--- src/rtl/ext_align_if.sv ---
// Handshake bundle for the extend/align unit: input request side
// and registered result side.
interface ext_align_if #(
    parameter int DATA_W = 32,
    parameter int OFF_W  = $clog2(DATA_W / 8)
) ();
    logic              in_valid;
    logic              in_ready;
    logic [2:0]        in_op;
    logic [DATA_W-1:0] in_data;
    logic [OFF_W-1:0]  in_off;
    logic              out_valid;
    logic              out_ready;
    logic [DATA_W-1:0] out_data;
    logic              out_err;

    modport master (
        output in_valid, in_op, in_data, in_off, out_ready,
        input  in_ready, out_valid, out_data, out_err
    );

    modport slave (
        input  in_valid, in_op, in_data, in_off, out_ready,
        output in_ready, out_valid, out_data, out_err
    );
endinterface

--- src/rtl/ext_align_unit.sv ---
// Pipelined immediate extender / load lane aligner with misalignment
// detection, saturating error counter and a 2-entry skid buffer.
module ext_align_unit #(
    parameter int DATA_W = 32,
    parameter int IMM_W  = 16,
    parameter int CNT_W  = 8,
    parameter int OFF_W  = $clog2(DATA_W / 8)
) (
    input  logic             clk,
    input  logic             rst_n,
    ext_align_if.slave       bus,
    input  logic             err_cnt_clr,
    output logic [CNT_W-1:0] err_cnt
);
    typedef enum logic [2:0] {
        OP_ZEXT  = 3'd0,
        OP_SEXT  = 3'd1,
        OP_UPPER = 3'd2,
        OP_LB    = 3'd3,
        OP_LBU   = 3'd4,
        OP_LH    = 3'd5,
        OP_LHU   = 3'd6,
        OP_WORD  = 3'd7
    } op_e;

    localparam logic [CNT_W-1:0] CNT_MAX = '1;

    op_e               op;
    logic [IMM_W-1:0]  imm;
    logic [DATA_W-1:0] lane;
    logic [DATA_W-1:0] res;
    logic              mis;

    logic              out_valid_q, out_valid_d;
    logic [DATA_W-1:0] out_data_q, out_data_d;
    logic              out_err_q, out_err_d;
    logic              skid_valid_q, skid_valid_d;
    logic [DATA_W-1:0] skid_data_q, skid_data_d;
    logic              skid_err_q, skid_err_d;
    logic [CNT_W-1:0]  err_cnt_q, err_cnt_d;

    logic accept;
    logic consume;

    assign op   = op_e'(bus.in_op);
    assign imm  = bus.in_data[IMM_W-1:0];
    // Selected byte/halfword lands in the low bits of lane
    assign lane = bus.in_data >> {bus.in_off, 3'b000};

    always_comb begin
        mis = 1'b0;
        res = '0;
        unique case (op)
            OP_ZEXT:  res = {{(DATA_W-IMM_W){1'b0}}, imm};
            OP_SEXT:  res = {{(DATA_W-IMM_W){imm[IMM_W-1]}}, imm};
            OP_UPPER: res = {imm, {(DATA_W-IMM_W){1'b0}}};
            OP_LB:    res = {{(DATA_W-8){lane[7]}}, lane[7:0]};
            OP_LBU:   res = {{(DATA_W-8){1'b0}}, lane[7:0]};
            OP_LH: begin
                mis = bus.in_off[0];
                res = {{(DATA_W-16){lane[15]}}, lane[15:0]};
            end
            OP_LHU: begin
                mis = bus.in_off[0];
                res = {{(DATA_W-16){1'b0}}, lane[15:0]};
            end
            OP_WORD: begin
                mis = (bus.in_off != '0);
                res = bus.in_data;
            end
        endcase
        if (mis) begin
            res = '0;
        end
    end

    assign accept  = bus.in_valid && !skid_valid_q;
    assign consume = out_valid_q && bus.out_ready;

    always_comb begin
        out_valid_d  = out_valid_q;
        out_data_d   = out_data_q;
        out_err_d    = out_err_q;
        skid_valid_d = skid_valid_q;
        skid_data_d  = skid_data_q;
        skid_err_d   = skid_err_q;
        if (consume || !out_valid_q) begin
            // Skid entry is older than anything arriving now
            if (skid_valid_q) begin
                out_valid_d  = 1'b1;
                out_data_d   = skid_data_q;
                out_err_d    = skid_err_q;
                skid_valid_d = 1'b0;
            end else if (accept) begin
                out_valid_d = 1'b1;
                out_data_d  = res;
                out_err_d   = mis;
            end else begin
                out_valid_d = 1'b0;
            end
        end else if (accept) begin
            skid_valid_d = 1'b1;
            skid_data_d  = res;
            skid_err_d   = mis;
        end
    end

    always_comb begin
        err_cnt_d = err_cnt_q;
        if (err_cnt_clr) begin
            err_cnt_d = (accept && mis) ? CNT_W'(1) : '0;
        end else if (accept && mis && err_cnt_q != CNT_MAX) begin
            err_cnt_d = err_cnt_q + CNT_W'(1);
        end
    end

    always_ff @(posedge clk or negedge rst_n) begin
        if (!rst_n) begin
            out_valid_q  <= 1'b0;
            out_data_q   <= '0;
            out_err_q    <= 1'b0;
            skid_valid_q <= 1'b0;
            skid_data_q  <= '0;
            skid_err_q   <= 1'b0;
            err_cnt_q    <= '0;
        end else begin
            out_valid_q  <= out_valid_d;
            out_data_q   <= out_data_d;
            out_err_q    <= out_err_d;
            skid_valid_q <= skid_valid_d;
            skid_data_q  <= skid_data_d;
            skid_err_q   <= skid_err_d;
            err_cnt_q    <= err_cnt_d;
        end
    end

    assign bus.in_ready  = !skid_valid_q;
    assign bus.out_valid = out_valid_q;
    assign bus.out_data  = out_data_q;
    assign bus.out_err   = out_err_q;
    assign err_cnt       = err_cnt_q;
endmodule

--- src/flat_wrapper.sv ---
// flat-port wrapper written by rule: the top's interface ports become plain ports
module ext_align_unit_flat 
#(
    parameter int DATA_W = 32,
    parameter int IMM_W  = 16,
    parameter int CNT_W  = 8,
    parameter int OFF_W  = $clog2(DATA_W / 8)
)
  (clk, rst_n, err_cnt_clr, err_cnt, bus_in_valid, bus_in_op, bus_in_data, bus_in_off, bus_out_ready, bus_in_ready, bus_out_valid, bus_out_data, bus_out_err);
  ext_align_if #(.DATA_W(DATA_W), .OFF_W(OFF_W)) bus_i ();
  input  logic clk;
  input  logic rst_n;
  input  logic err_cnt_clr;
  output logic [CNT_W-1:0] err_cnt;
  input wire logic [$bits(bus_i.in_valid)-1:0] bus_in_valid;
  input wire logic [$bits(bus_i.in_op)-1:0] bus_in_op;
  input wire logic [$bits(bus_i.in_data)-1:0] bus_in_data;
  input wire logic [$bits(bus_i.in_off)-1:0] bus_in_off;
  input wire logic [$bits(bus_i.out_ready)-1:0] bus_out_ready;
  output wire logic [$bits(bus_i.in_ready)-1:0] bus_in_ready;
  output wire logic [$bits(bus_i.out_valid)-1:0] bus_out_valid;
  output wire logic [$bits(bus_i.out_data)-1:0] bus_out_data;
  output wire logic [$bits(bus_i.out_err)-1:0] bus_out_err;
  assign bus_i.in_valid = bus_in_valid;
  assign bus_i.in_op = bus_in_op;
  assign bus_i.in_data = bus_in_data;
  assign bus_i.in_off = bus_in_off;
  assign bus_i.out_ready = bus_out_ready;
  assign bus_in_ready = bus_i.in_ready;
  assign bus_out_valid = bus_i.out_valid;
  assign bus_out_data = bus_i.out_data;
  assign bus_out_err = bus_i.out_err;
  ext_align_unit #(.DATA_W(DATA_W), .IMM_W(IMM_W), .CNT_W(CNT_W), .OFF_W(OFF_W)) u_core (.clk(clk), .rst_n(rst_n), .bus(bus_i), .err_cnt_clr(err_cnt_clr), .err_cnt(err_cnt));
endmodule
--- config.mk ---
export PLATFORM = sky130hd
export DESIGN_NAME = ext_align_unit_flat
export DESIGN_NICKNAME = d
export VERILOG_FILES = /design/src/rtl/ext_align_if.sv /design/src/rtl/ext_align_unit.sv /design/src/flat_wrapper.sv
export SDC_FILE = /design/constraint.sdc
export NUM_CORES = 1
export LEC_CHECK = 0
export ABC_AREA = 1
export CAP_MARGIN = 25
export CORE_UTILIZATION = 59
export CTS_BUF_LIST = sky130_fd_sc_hd__clkbuf_4 sky130_fd_sc_hd__clkbuf_8
export DETAILED_ROUTE_END_ITERATION = 6
export PLACE_DENSITY_LB_ADDON = 0.1
export RECOVER_POWER = 25
export SYNTH_ARGS = -nofsm -noshare
export SYNTH_HDL_FRONTEND = slang
export SYNTH_SLANG_ARGS = --single-unit
--- constraint.sdc ---
create_clock -name clk -period 2.4 [get_ports clk]
set_input_delay 0.6 -clock clk [delete_from_list [all_inputs] [get_ports clk]]
set_output_delay 0.6 -clock clk [all_outputs]
set_load 0.02 [all_outputs]
==> results of run 1 <==
[power by group]
group	switching (mW)	internal [mW]
registers	0.150	1.54
clock network	0.508	0.518
logic	0.752	0.551
[state kept, by name, indices dropped and copies added (netlist names)]
signal,cells
u_core.err_cnt,8
u_core.bus.out_valid,1
u_core.skid_data_q,32
u_core.skid_valid_q,1
u_core.skid_err_q,1
u_core.bus.out_data,32
u_core.bus.out_err,1
[layer usage]
layer	share of wire	track usage	wire (microns)	up-vias
met5	0	0	0	-
met4	0.027	0.155	359	0
met3	0.060	0.0423	790	35
met2	0.49	0.595	6480	204
met1	0.42	0.433	5580	2277
li1	-	-	-	2367
[synth_stat cells, drive strengths merged]
library cell | count | area, sq um
a31oi | 2 | 12.5
clkbuf | 11 | 41.3
o22ai | 8 | 50.1
dfrtp | 76 | 1900
nor3 | 1 | 16.3
a22o | 1 | 8.76
ha | 1 | 12.5
xor2 | 3 | 26.3
o21ai | 51 | 255
nand3 | 32 | 183
a21boi | 1 | 11.3
nor2 | 130 | 508
nor3b | 1 | 7.51
nand4 | 19 | 119
inv | 64 | 240
a21oi | 29 | 149
buf | 19 | 104
nand2 | 246 | 941
[area by class of cell]
type,instances,share of cell area
clock buffers,10,0.0235
well taps,99,0.0212
multi-input cells,525,0.393
repair buffers,108,0.184
inverters,64,0.0411
clock inverters,6,0.0120
flip-flops and latches,76,0.325
[critical path, cell delays in order]
cell and delay, ns:
clkdlybuf4s50_1 0.65, nor2_2 0.09, inv_1 0.13, nand3_2 0.25, nor3_4 0.23, nand2_2 0.15, nand2_4 0.13, nand2_1 0.06
o21ai_0 0.10
[path summary, 6_finish.rpt]
path | to | start
worst max-delay path | u_core.err_cnt[4] | bus_in_op[1]
worst min-delay path | u_core.bus.out_data[28] | u_core.bus.out_data[28]
worst max register to register | u_core.err_cnt[4] | u_core.err_cnt[0]
worst min register to register | u_core.bus.out_data[28] | u_core.bus.out_data[28]
max in group asynchronous | u_core.skid_valid_q | rst_n
min in group asynchronous | u_core.bus.out_data[25] | rst_n
[kinds of logic after synthesis]
family,synth area share
buf+inv,0.0840
fa+ha+maj,0.00273
flops,0.415
simple gates,0.387
compound gates,0.106
xor+xnor,0.00573
[metrics by stage]
step / area, sq um / power [mW] / TNS (ns) / setup slack [ns] / utilization
global route: 5850 / 4.23 / 0 / 0.111 / 0.794
CTS: 5850 / 4.02 / 0 / 0.278 / 0.794
global placement: 5650 / 2.94 / 0 / 0.00579 / 0.766
detailed placement: 5650 / 3.01 / -0.782 / -0.0874 / 0.766
finish: 5850 / 4.02 / 0 / 0.258 / 0.794
floorplan: 4590 / 2.42 / 0 / 0.599 / -
==> flow_metrics.py, run 1 <==
metrics = {
    "routing": {
        "routed_wl_microns": 13200,
        "dr.first_iter.drc_count": 441,
        "firstDrtPassIters": 6,
        "drc": 0,
        "vias": 4883,
        "ant_nets": 0,
        "viasPerCell": 5.50,
        "avgRoutedWirePerCell_microns": 14.9,
    },
    "min_path": {
        "hp-class": "reg2reg",
        "hold_depth": 2,
    },
    "logic_synthesis": {
        "yosysWarnings": 0,
        "synth-seq-area-share": 0.415,
        "syn-num-nets": 738,
        "syn_area_sq_mm": 0.00459,
        "syn_inst": 695,
        "synth.distinct_cells": 29,
        "avgSynthCellArea_sq_um": 6.60,
        "ys_ff_latch": 76,
    },
    "cts": {
        "cts_buffer_depth": 2,
        "numCtsBuffers": 9,
        "cts_tree": "done",
        "cts_resized": 0,
        "cts_root_buf": "clkbuf_8",
        "cts.sink_count": 76,
        "hold_buffers": 0,
        "cts_max_level": 3,
        "post_cts_buffers": 0,
        "clkTransAtPathRegs_ns": 0.08,
        "insertion_delay_ns": 0.36,
    },
    "pwr": {
        "vdd_drop_max_mv": 0.596,
        "p_leak_nw": 3.09,
        "p_per_area_mw_per_mm2": 687,
    },
    "layout": {
        "mostFrequentLayoutCells": "nand2_1, nor2_1, clkdlybuf4s50_1, dfrtp_1, inv_1",
        "diodes": 0,
        "final_nets": 827,
        "n_fill_cell": 570,
        "final_common_cell": "nand2_1",
        "drive_above_1_share": 0.0824,
        "instances_no_fill": 888,
        "syn2layout_area_growth_pct": 27.6,
        "multi_input_area_sq_mm": 0.00230,
        "regArea_sq_mm": 0.00190,
    },
    "placed_design": {
        "dp_hpwl_microns": 9920,
        "dp.cells": 872,
        "gp_congestion": 0.966,
        "port_buffers": 84,
    },
    "setup_path": {
        "end_kind": "flop",
        "r2r_setup_slack_ns": 0.46,
        "arrival_ns": 2.40,
        "critPathLaunchType": "input pin",
        "worst-r2r-cell-count": 7,
        "cp.required_ns": 2.65,
        "path_max_fanout": 12,
        "worstSetupPathType": "in2reg",
    },
    "sta": {
        "maxSlewHeadroom": -0.0788,
        "clock_skew_ns": 0.0100,
        "hold_viol_final": 0,
        "finalMaxSlewViolations": 28,
        "fmax_ghz": 0.467,
        "min_period_over_period": 0.892,
        "rsz0062_at_grt": "false",
        "tightest_slew_ns": 1.62,
        "fin_hold_ws_ns": 0.484,
        "setup_violations": 0,
        "period_minus_slack_ns": 2.14,
    },
    "global_route": {
        "antenna_found_initial": 0,
        "grtUsageTotal": 0.344,
        "grt_first_pass_wirelength_microns": 22200,
        "grt_pass1_vias": 4738,
        "overflow": 0,
        "grt_max_degree": 52,
    },
    "die": {
        "die_height_microns": 90.2,
        "die_area_sq_mm": 0.00813,
        "initial_core_util": 0.622,
        "core_sq_mm": 0.00737,
        "io_pins": 85,
        "rows": 31,
        "die_w_microns": 90.2,
    },
    "status": {
        "outcome": "finished, violations left",
        "violations": "max-capacitance violations, max-slew violations",
    },
    "run": {
        "max-cap-violations": 1,
    },
}
Note: power is estimated with default switching activity, not from simulation.
==> run 2: changes to the inputs <==
--- a/config.mk
+++ b/config.mk
@@ -7,7 +7,8 @@
 export LEC_CHECK = 0
 export ABC_AREA = 1
 export CAP_MARGIN = 25
-export CORE_UTILIZATION = 59
+export CORE_MARGIN = 5
+export CORE_UTILIZATION = 43
 export CTS_BUF_LIST = sky130_fd_sc_hd__clkbuf_4 sky130_fd_sc_hd__clkbuf_8
 export DETAILED_ROUTE_END_ITERATION = 6
 export PLACE_DENSITY_LB_ADDON = 0.1
==> flow_metrics.py, run 2 (same netlist as run 1, synthesis figures left out) <==
metrics = {
    "routing": {
        "viasPerCell": 5.00,
        "avgRoutedWirePerCell_microns": 15.0,
        "routed_wl_microns": 14000,
        "ant_nets": 0,
        "drc": 0,
        "vias": 4667,
        "firstDrtPassIters": 5,
        "dr.first_iter.drc_count": 396,
    },
    "layout": {
        "instances_no_fill": 933,
        "n_fill_cell": 1007,
        "final_nets": 835,
        "mostFrequentLayoutCells": "nand2_1, nor2_1, clkdlybuf4s50_1, dfrtp_1, inv_1",
        "drive_above_1_share": 0.0941,
        "syn2layout_area_growth_pct": 30.5,
        "diodes": 0,
        "postLayoutCoreUtil": 0.577,
        "final_common_cell": "nand2_1",
    },
    "sta": {
        "fmax_ghz": 0.441,
        "hold_viol_final": 0,
        "worst_slack_ns": 0.132,
        "finalMaxSlewViolations": 0,
        "tightest_slew_ns": 0.998,
        "clock_skew_ns": 0.0116,
        "min_period_over_period": 0.945,
        "period_minus_slack_ns": 2.27,
        "maxSlewHeadroom": 0.335,
        "rsz0062_at_grt": "false",
        "setup-tns-final_ns": 0,
        "setup_violations": 0,
    },
    "setup_path": {
        "critPathLaunchType": "flop",
        "worstSetupPathType": "reg2out",
        "cp.required_ns": 1.80,
        "path_max_fanout": 11,
        "arrival_ns": 1.67,
        "end_kind": "output pin",
    },
    "cts": {
        "cts_max_level": 3,
        "clkTransAtPathRegs_ns": 0.08,
        "numCtsBuffers": 9,
        "cts_root_buf": "clkbuf_8",
        "post_cts_buffers": 0,
        "cts_buffer_depth": 2,
        "cts_tree": "done",
        "cts.sink_count": 76,
        "insertion_delay_ns": 0.38,
    },
    "pwr": {
        "p_per_area_mw_per_mm2": 673,
        "p_leak_nw": 3.14,
        "vdd_drop_max_mv": 0.388,
        "total_power_mw": 4.03,
    },
    "global_route": {
        "grtUsageTotal": 0.229,
        "grt_max_degree": 52,
        "antenna_found_initial": 0,
        "overflow": 0,
        "grt_pass1_vias": 4581,
        "grt_first_pass_wirelength_microns": 23500,
    },
    "min_path": {
        "hp-class": "in2async",
    },
    "die": {
        "die_w_microns": 113,
        "die_area_sq_mm": 0.0128,
        "rows": 37,
        "core_sq_mm": 0.0104,
        "io_pins": 85,
        "die_height_microns": 113,
        "initial_core_util": 0.442,
    },
    "placed_design": {
        "dp_hpwl_microns": 10700,
        "gp_congestion": 0.956,
        "port_buffers": 84,
        "place_ws_ns": 0.000288,
        "dp.cells": 917,
    },
    "run": {
        "max-cap-violations": 0,
    },
    "status": {
        "outcome": "completed",
    },
}
-- run 2: power breakdown --
group | internal, mW | leakage, nW | switching (mW)
Clock | 0.517 | 0.103 | 0.514
Combinational | 0.564 | 2.06 | 0.743
Sequential | 1.54 | 0.980 | 0.148
-- run 2: timing repair --
item	in CTS	in global routing
endpoints found under the setup margin	0	1
gates resized for setup	0	1
hold buffers	0	0
endpoints found under the hold margin	0	0
-- run 2: worst max-delay path, cell delays in order, from the launching register on --
cell,delay (ns)
dfrtp_2,0.52
inv_2,0.16
clkdlybuf4s50_1,0.63
-- run 2: routing by layer --
layer  vias up  routed length, microns  GRT usage
met5         -                       0          0
met4         0                     144     0.0609
met3        14                     715     0.0422
met2       124                    6850      0.385
met1      2151                    6300      0.304
li1       2378                       -          -
-- run 2: cell type report --
type                       instances  area, sq um  area share
clock buffer                      10          138      0.0230
clock inverter                     6         72.6      0.0121
inverter                          64          240      0.0401
multi-input combinational        525         2300       0.384
sequential                        76         1900       0.318
tap                              136          170      0.0284
timing repair buffer             116         1160       0.194
-- run 2: path summary, 6_finish.rpt --
check / start / endpoint / slack (ns) / cells after the start
max: u_core.skid_valid_q / bus_in_ready / 0.13 / 2
min: rst_n / u_core.bus.out_data[0] / 0.38 / 1
max reg2reg: u_core.skid_valid_q / u_core.bus.out_data[0] / 0.66 / 6
min reg2reg: u_core.bus.out_data[21] / u_core.bus.out_data[21] / 0.48 / 2
max in group asynchronous: rst_n / u_core.skid_valid_q / 1.27 / 2
min in group clk: u_core.bus.out_data[21] / u_core.bus.out_data[21] / 0.48 / 2
-- run 2: stage by stage --
step / area (sq um) / hold slack (ns)
after floorplan: 4590 / 0.304
after global placement: 5780 / 0.461
after detailed placement: 5780 / 0.464
after CTS: 5990 / 0.202
after global routing: 5990 / 0.450
final: 5990 / 0.384
==> run 3: changes to the inputs <==
--- a/config.mk
+++ b/config.mk
@@ -10,6 +10,8 @@
 export CORE_MARGIN = 5
 export CORE_UTILIZATION = 43
 export CTS_BUF_LIST = sky130_fd_sc_hd__clkbuf_4 sky130_fd_sc_hd__clkbuf_8
+export CTS_CLUSTER_DIAMETER = 50
+export CTS_CLUSTER_SIZE = 28
 export DETAILED_ROUTE_END_ITERATION = 6
 export PLACE_DENSITY_LB_ADDON = 0.1
 export RECOVER_POWER = 25
==> results of run 3 <==
Final layout, timing and power as in run 2 (identical DEF).
